## src/rtl/rx_fifo.sv

```systemverilog
// rx_fifo: receive buffer between the UART receiver and the host.
// Captures {error, data} on each rising edge of Data_Rdy_In into a circular
// FIFO and returns entries through a registered read port with a 1-cycle
// Rd_Valid pulse. RTS_Out throttles the far end when the FIFO is almost full.
// Ports:
//   Clk, Rst                     clock, asynchronous active-high reset
//   Data_Rdy_In, Rx_Data_In,
//   Rx_Error_In, Rx_RTS_In       receiver side
//   Rd_En, Clr_Ovf               host controls
//   Rd_Data, Rd_Error, Rd_Valid  registered read port
//   Empty, Full, Almost_Full,
//   Count, Overflow              status (decoded from registered state)
//   RTS_Out                      combinational flow-control output
module rx_fifo #(
    parameter int unsigned DATA_BITS  = 8,
    parameter int unsigned FIFO_DEPTH = 16,
    parameter int unsigned AF_THRESH  = 12
) (
    input  logic                               Clk,
    input  logic                               Rst,
    input  logic                               Data_Rdy_In,
    input  logic [DATA_BITS-1:0]               Rx_Data_In,
    input  logic [2:0]                         Rx_Error_In,
    input  logic                               Rx_RTS_In,
    input  logic                               Rd_En,
    input  logic                               Clr_Ovf,
    output logic [DATA_BITS-1:0]               Rd_Data,
    output logic [2:0]                         Rd_Error,
    output logic                               Rd_Valid,
    output logic                               Empty,
    output logic                               Full,
    output logic                               Almost_Full,
    output logic [$clog2(FIFO_DEPTH):0]        Count,
    output logic                               Overflow,
    output logic                               RTS_Out
);

    localparam int unsigned ADDR_BITS  = $clog2(FIFO_DEPTH);
    localparam int unsigned CNT_BITS   = ADDR_BITS + 1;
    localparam int unsigned ENTRY_BITS = DATA_BITS + 3;

    logic [ENTRY_BITS-1:0] mem_q [FIFO_DEPTH];

    logic                  dly_rdy_q,  dly_rdy_d;
    logic [ADDR_BITS-1:0]  wr_ptr_q,   wr_ptr_d;
    logic [ADDR_BITS-1:0]  rd_ptr_q,   rd_ptr_d;
    logic [CNT_BITS-1:0]   count_q,    count_d;
    logic [DATA_BITS-1:0]  rd_data_q,  rd_data_d;
    logic [2:0]            rd_error_q, rd_error_d;
    logic                  rd_valid_q, rd_valid_d;
    logic                  overflow_q, overflow_d;

    logic                  push_req;
    logic                  push_ok;
    logic                  pop_ok;
    logic                  empty_c;
    logic                  full_c;
    logic [ENTRY_BITS-1:0] wr_entry;

    // Status flags decoded from the registered occupancy
    assign empty_c = (count_q == CNT_BITS'(0));
    assign full_c  = (count_q == CNT_BITS'(FIFO_DEPTH));

    // Push on the rising edge of Data_Rdy_In; a full FIFO still accepts a
    // push when a pop frees a slot in the same cycle
    assign push_req = Data_Rdy_In & ~dly_rdy_q;
    assign pop_ok   = Rd_En & ~empty_c;
    assign push_ok  = push_req & (~full_c | pop_ok);
    assign wr_entry = {Rx_Error_In, Rx_Data_In};

    // Next-state logic
    always_comb begin
        dly_rdy_d  = Data_Rdy_In;
        wr_ptr_d   = wr_ptr_q;
        rd_ptr_d   = rd_ptr_q;
        count_d    = count_q;
        rd_data_d  = rd_data_q;
        rd_error_d = rd_error_q;
        rd_valid_d = pop_ok;
        overflow_d = overflow_q;

        if (push_ok) begin
            wr_ptr_d = wr_ptr_q + ADDR_BITS'(1);
        end

        if (pop_ok) begin
            {rd_error_d, rd_data_d} = mem_q[rd_ptr_q];
            rd_ptr_d                = rd_ptr_q + ADDR_BITS'(1);
        end

        case ({push_ok, pop_ok})
            2'b10:   count_d = count_q + CNT_BITS'(1);
            2'b01:   count_d = count_q - CNT_BITS'(1);
            default: count_d = count_q;
        endcase

        // A dropped push beats a same-cycle clear
        if (push_req & ~push_ok) begin
            overflow_d = 1'b1;
        end else if (Clr_Ovf) begin
            overflow_d = 1'b0;
        end
    end

    // Control and read-port registers
    always_ff @(posedge Clk or posedge Rst) begin
        if (Rst) begin
            dly_rdy_q  <= 1'b0;
            wr_ptr_q   <= '0;
            rd_ptr_q   <= '0;
            count_q    <= '0;
            rd_data_q  <= '0;
            rd_error_q <= '0;
            rd_valid_q <= 1'b0;
            overflow_q <= 1'b0;
        end else begin
            dly_rdy_q  <= dly_rdy_d;
            wr_ptr_q   <= wr_ptr_d;
            rd_ptr_q   <= rd_ptr_d;
            count_q    <= count_d;
            rd_data_q  <= rd_data_d;
            rd_error_q <= rd_error_d;
            rd_valid_q <= rd_valid_d;
            overflow_q <= overflow_d;
        end
    end

    // Storage is not reset. On a full push+pop wr_ptr == rd_ptr; the read
    // above samples the old entry, so the incoming word never falls through.
    always_ff @(posedge Clk) begin
        if (push_ok) begin
            mem_q[wr_ptr_q] <= wr_entry;
        end
    end

    assign Rd_Data     = rd_data_q;
    assign Rd_Error    = rd_error_q;
    assign Rd_Valid    = rd_valid_q;
    assign Empty       = empty_c;
    assign Full        = full_c;
    assign Almost_Full = (count_q >= CNT_BITS'(AF_THRESH));
    assign Count       = count_q;
    assign Overflow    = overflow_q;
    assign RTS_Out     = Rx_RTS_In & ~Almost_Full;

endmodule
```

## config.mk

```make
export PLATFORM = sky130hd
export DESIGN_NAME = rx_fifo
export DESIGN_NICKNAME = d
export VERILOG_FILES = /design/src/rtl/rx_fifo.sv
export SDC_FILE = /design/constraint.sdc
export NUM_CORES = 1
export LEC_CHECK = 0
export CAP_MARGIN = 40
export CORE_MARGIN = 3
export CORE_UTILIZATION = 35
export CTS_CLUSTER_DIAMETER = 100
export DETAILED_ROUTE_END_ITERATION = 10
export HOLD_SLACK_MARGIN = 0.12
export PLACE_DENSITY = 0.49
export SLEW_MARGIN = 20
export SYNTH_ARGS = -nofsm -noshare
export SYNTH_HDL_FRONTEND = slang
export SYNTH_SLANG_ARGS = --single-unit
export TNS_END_PERCENT = 20
```

## constraint.sdc

```tcl
create_clock -name Clk -period 2.6 [get_ports Clk]
set_input_delay 0.39 -clock Clk [delete_from_list [all_inputs] [get_ports Clk]]
set_output_delay 0.39 -clock Clk [all_outputs]
set_load 0.05 [all_outputs]
```

==> results.toml, run 1 <==
[run_status]
outcome = "complete, no violations"

[worst_setup_path]
crit_fanout = 5
endpoint_kind = "output port"
worstSetupStartpointType = "flip-flop"
cp_data_arrival_time_ns = 2.05
worstPathRequired_ns = 2.21
critical_path_class = "flip-flop to output port"

[power]
p_int_mw = 7.33
cellLeakagePower_nw = 3.34
p_sw_share_pct = 31.0
combPwrFrac_pct = 30.6
ir_worst_vdd_uv = 652
p_switching_mw = 3.29
power_per_cell_area_nw_per_um2 = 1090
power_mw = 10.6
clkPwrFrac_pct = 29.3
pwr-share-seq_pct = 40.1

[hold_path]
min_path_type = "input port to asynchronous set/reset pin"

[global_route]
grt_antenna_before_repair = 0
grt-ovfl-total = 0
grt_max_degree = 28
grt_usage_pct = 14.5
grt_pass1_vias = 4109
grt_pass1_wl_um = 26500

[sta]
setup-violations-final = 0
period_share_pct = 93.9
fmaxAchievable_ghz = 0.409
slew_violations = 0
rsz0062_at_grt = "false"
clock-skew-final_ns = 0.0102
layout_min_cycle_time_ns = 2.44
finalHoldViolCount = 0
worst_slew_pin_slew_ns = 0.595
setup_tns_ns = 0
fin_hold_ws_ns = 0.300
slew_headroom_pct = 60.2

[routing]
ant_nets = 0
viasPerCell = 5.08
vias = 3902
drtIter0Drc = 240
remaining_drc_errors = 0
totalWireLength_um = 17300
wire_per_inst_um = 22.5
drtPass1Iterations = 4

[die]
die_w_um = 158
fp.dieH_um = 158
pin_count = 39
core_area_um2 = 22200
start_util_pct = 36.2
fp-row-count = 54
dieArea_um2 = 24800

[run]
maxCapViolations = 0

[clock_tree]
numCtsBuffers = 22
cts.clk_slew.worst_paths_ns = 0.06
cts_resized = 0
h-tree-depth = 1
cts_max_path_buffers = 3
cts_tree = "built"
cts_setup_buffers = 0
hold_buffers = 0
clkSinkCount = 203
clk_latency_ns = 0.50
root_buffer = "clkbuf_16"

[synthesis]
netlist-cell-type-count = 39
synth.largest_area_cell = "edfxtp_1"
syn_inst = 397
synthArstFlopShare_pct = 13.3
netlist_top_cells_area = "edfxtp_1 (66%), mux4_2 (12%), dfrtp_1 (8.4%), mux2i_1 (2.7%), ha_1 (1.2%)"
yosysSeqAreaShare_pct = 74.1
synthTopCellsByCount = "edfxtp_1 (176), mux4_2 (44), dfrtp_1 (27), mux2i_1 (22), nand2_1 (21)"
yosysMostFrequentCell = "edfxtp_1"
ys_warn_count = 0
ys_ff_latch = 203
synth_edf_count = 176
synth_top_area_share_pct = 65.7
avgSynthCellArea_um2 = 20.3
synth_area_um2 = 8050
yosys_most_used_dff = "edfxtp_1"
synth_nets = 423

[placement]
portBuffers = 38
dp_hpwl_um = 10700
place_congestion = 0.747

[layout]
diodes = 0
fillers = 1908
layout.nets = 498
drive_above_1_share_pct = 24.6
syn2layout_area_growth_pct = 21.6
path summary, 6_finish.rpt:
check / endpoint / from / cells after the start / slack [ns]
min reg2reg: Rd_Data[7] / Rd_Data[7] / 2 / 0.51
max reg2reg: Count[4] / Count[0] / 10 / 0.24
max in group asynchronous: rd_ptr_q[0] / Rst / 3 / 1.96
min in group Clk: dly_rdy_q / Data_Rdy_In / 1 / 0.40
min: Count[2] / Rst / 3 / 0.30
max: RTS_Out / Count[3] / 3 / 0.16
metal layers:
layer | share of wire [%] | GRT usage, % | up-vias | wire length (um)
li1 | - | - | 1752 | -
met3 | 3.9 | 2.35 | 24 | 679
met4 | 1.8 | 3.39 | 0 | 317
met2 | 49 | 23.8 | 83 | 8410
met1 | 46 | 20.4 | 2043 | 7850
met5 | 0 | 0 | - | 0
cells in the final DEF, fill, tap and decap left out, drive strengths merged, types with 2 or more instances in the layout:
master / instances
bufinv: 3
clkinv: 7
mux4: 44
o221ai: 10
nand2: 21
nand2b: 3
clkbuf: 30
nor3b: 2
o211ai: 2
o21ai: 4
dfrtp: 27
ha: 8
a21oi: 2
clkdlybuf4s50: 36
xnor2: 9
inv: 12
edfxtp: 176
mux2i: 22
nand3: 2
nand4: 2
nor2b: 3
buf: 31
a21o: 2
and2: 16
nor2: 2
mux2: 2
logic make-up after synthesis:
group | after synthesis | share of synthesized area (%)
compound gates | 26 | 2.74
xor+xnor | 9 | 0.980
fa+ha+maj | 9 | 1.49
buf+inv | 28 | 1.60
flops | 203 | 74.1
mux | 68 | 15.3
simple gates | 54 | 3.76
critical path, cell delays in order (launching register included):
cell and delay [ns]:
dfrtp_1 0.46, a21o_1 0.22, nor2_1 0.08, clkdlybuf4s50_1 0.80
state kept, by name, summed over array words and instances, names as in the netlist:
signal and flops:
mem_q 176, Rd_Data 8, Count 5, rd_ptr_q 4, wr_ptr_q 4, Rd_Error 3
Overflow 1, Rd_Valid 1, dly_rdy_q 1
per-stage QoR:
| step | worst slack [ns] | std cells | utilization (%) | cell area, um2 |
|---|---|---|---|---|
| 5_1_grt | 0.00422 | 768 | 44.0 | 9780 |
| 2_1_floorplan | 0.000236 | 397 | - | 8050 |
| 4_1_cts | 0.118 | 768 | 44.0 | 9780 |
| 6_report | 0.158 | 768 | 44.0 | 9780 |
| 3_3_place_gp | 0.152 | 728 | 40.8 | 9060 |
| 3_5_place_dp | 0.126 | 728 | 40.8 | 9060 |
power by group through the flow:
stage	Combinational, mW	Sequential [mW]	Clock [mW]
after global routing	3.51	4.31	3.34
after floorplan	1.95	4.55	0
final	3.25	4.26	3.11
after detailed placement	3.31	4.33	0
after CTS	3.32	4.27	3.20
after global placement	3.31	4.33	0
area by class of cell:
cell class | instances | area, um2 | area share (%)
clock buffer | 30 | 602 | 6.15
sequential | 203 | 5960 | 61.0
clock inverter | 10 | 119 | 1.22
timing repair buffer | 67 | 743 | 7.60
inverter | 12 | 45.0 | 0.461
tap | 280 | 350 | 3.58
multi-input combinational | 166 | 1960 | 20.0
(Power assumes the default switching activity.)
==> run 2, diff against run 1 <==
Settings changed: ABC_AREA set to 1, HOLD_SLACK_MARGIN 0.12 to 0.02.
==> run 2 against run 1 <==
  * Register-to-register slack gained 0.23 ns
  * Highest routed layer unchanged
  * Count of clock-buffer cells in the layout shrank 2
  * Largest cell class unchanged
  * Synthesized cell count grew 120%
  * Non-clock buffer count grew 13
  * Critical path type unchanged
==> results.toml, run 2 <==
[layout]
layout.nets = 972
drive_above_1_share_pct = 9.27
largest_register_ffs = 176
syn2layout_area_growth_pct = 18.0
diodes = 0
final_common_cell = "nand2_1"
final_cell_mix = "nand2_1 (282), edfxtp_1 (176), inv_1 (155)"
top_register = "mem_q"
fillers = 2444

[synthesis]
avgSynthCellArea_um2 = 10.2
ys_ff_latch = 203
synth_edf_count = 176
synth_area_um2 = 8920
synth_top_area_share_pct = 59.2
synth-compound-area-share_pct = 0.785
synthTopCellsByCount = "nand2_1 (282), edfxtp_1 (176), inv_1 (155), nand3_1 (139), dfrtp_1 (27)"
yosys_most_used_dff = "edfxtp_1"
synth_xor_area_share_pct = 0.785
yosysSeqAreaShare_pct = 66.8
synth_fa_ha_area_share_pct = 1.35
netlist_top_cells_area = "edfxtp_1 (59%), nand2_1 (12%), nand3_1 (7.8%), dfrtp_1 (7.6%), inv_1 (6.5%)"
netlist-cell-type-count = 26
synth_top_family_by_area = "simple AND/OR/NAND/NOR gates"
synthArstFlopShare_pct = 13.3
yosys.area_share.simple_pct = 21.4
synth.area.mux_share_pct = 0
yosysMostFrequentCell = "nand2_1"
synth.largest_area_cell = "edfxtp_1"
ys_warn_count = 0
syn_inst = 877
synth_nets = 903

[clock_tree]
h-tree-depth = 1
clkSinkCount = 203
cts.clk_slew.worst_paths_ns = 0.06
root_buffer = "clkbuf_16"
clk_latency_ns = 0.51
cts_setup_buffers = 0
cts_tree = "built"
numCtsBuffers = 23
cts_max_path_buffers = 3

[worst_setup_path]
critical_path_class = "flip-flop to output port"
worstPathRequired_ns = 2.21
endpoint_kind = "output port"
crit_fanout = 4
worstSetupStartpointType = "flip-flop"
cp_data_arrival_time_ns = 2.00

[power]
pwr-share-seq_pct = 36.4
clkPwrFrac_pct = 25.4
combPwrFrac_pct = 38.2
power_per_cell_area_nw_per_um2 = 1070
cellLeakagePower_nw = 4.62
p_sw_share_pct = 39.7
p_int_mw = 6.79
ir_worst_vdd_uv = 525
p_switching_mw = 4.47

[die]
core_area_um2 = 24700
start_util_pct = 36.2
dieArea_um2 = 27400
fp-row-count = 57
fp.dieH_um = 166
pin_count = 39
die_w_um = 166

[run]
maxCapViolations = 0

[placement]
dp_hpwl_um = 14600
place_congestion = 0.831
portBuffers = 38

[routing]
totalWireLength_um = 22600
ant_nets = 0
drtIter0Drc = 485
viasPerCell = 4.62
vias = 5929
remaining_drc_errors = 0
wire_per_inst_um = 17.6
drtPass1Iterations = 6

[sta]
clock-skew-final_ns = 0.0101
setup_tns_ns = 0
layout_min_cycle_time_ns = 2.39
setup-violations-final = 0
rsz0062_at_grt = "false"
fin_hold_ws_ns = 0.257
finalHoldViolCount = 0
slew_headroom_pct = 57.5
fmaxAchievable_ghz = 0.419
period_share_pct = 91.8
worst_slew_pin_slew_ns = 0.637
slew_violations = 0

[global_route]
grt-ovfl-total = 0
grt_pass1_wl_um = 35200
grt_max_degree = 91
grt_pass1_vias = 5984
grt_usage_pct = 16.4
grt_antenna_before_repair = 1

[run_status]
outcome = "complete, no violations"

[hold_path]
min_path_type = "input port to asynchronous set/reset pin"
==> run 2: cell types whose count changed in the layout (fill, tap and decap cells not counted), moves of 4 or more <==
cell,delta
buf_12,-9
inv_1,+144
nor2_1,+16
mux2i_1,-22
o221ai_1,-10
mux4_2,-44
nand2_1,+261
buf_4,+21
xnor2_1,-9
xor2_1,+8
nand3_1,+137
and2_1,-12
and2_2,-4
==> run 2: power groups by stage <==
stage | Clock, mW | Combinational [mW] | Sequential [mW]
after CTS | 2.94 | 4.37 | 4.11
final | 2.86 | 4.30 | 4.10
after detailed placement | 0 | 4.35 | 4.17
after floorplan | 0 | 2.45 | 4.53
after global routing | 3.05 | 4.76 | 4.14
after global placement | 0 | 4.38 | 4.17
==> run 2: logic make-up (layout without fill, tap and decap cells) <==
group,Yosys count,in the layout
compound gates,11,11
simple gates,451,451
xor+xnor,8,8
buf+inv,195,278
fa+ha+maj,9,9
flops,203,203
==> run 2: repair_timing <==
action / 4_1_cts / 5_1_grt
gates resized for setup: 1 / 1
hold buffers: 0 / 0
endpoints found under the setup margin: 1 / 1
==> run 2: metrics by stage <==
step	std cells	area [um2]	power (mW)	setup slack, ns	utilization (%)
after floorplan	877	8920	6.98	0.231	-
after global placement	1245	9880	8.54	0.250	40.0
after detailed placement	1245	9880	8.52	0.241	40.0
after CTS	1284	10500	11.4	0.00527	42.7
after global routing	1284	10500	12.0	0.0962	42.7
final	1284	10500	11.3	0.212	42.7
==> run 2: path summary, 6_finish.rpt <==
kind / from / end / slack [ns] / cells after the start
max: Count[3] / Almost_Full / 0.21 / 3
min: Rst / Overflow / 0.26 / 3
max reg2reg: Count[1] / Count[4] / 0.47 / 15
min reg2reg: Rd_Data[5] / Rd_Data[5] / 0.48 / 2
max in group asynchronous: Rst / rd_ptr_q[0] / 2.05 / 3
min in group Clk: Data_Rdy_In / dly_rdy_q / 0.36 / 1
==> run 2: area by class of cell <==
| class | count | area [um2] | share of cell area (%) |
|---|---|---|---|
| clock buffer | 28 | 594 | 5.64 |
| clock inverter | 11 | 58.8 | 0.558 |
| inverter | 159 | 599 | 5.69 |
| multi-input combinational | 479 | 2180 | 20.7 |
| sequential | 203 | 5960 | 56.6 |
| tap | 324 | 405 | 3.85 |
| timing repair buffer | 80 | 732 | 6.95 |
==> run 2: routing by layer <==
| layer | up-vias | global-route usage [%] | routed length [um] |
|---|---|---|---|
| met2 | 100 | 28.0 | 11000 |
| met3 | 37 | 2.17 | 932 |
| met5 | - | 0 | 0 |
| li1 | 2945 | - | - |
| met1 | 2847 | 22.3 | 10100 |
| met4 | 0 | 4.38 | 502 |
==> run 2: worst max-delay path, stage by stage (launching register included) <==
cell and delay (ns):
dfrtp_1 0.42, inv_1 0.08, o21ai_1 0.16, clkdlybuf4s50_1 0.83
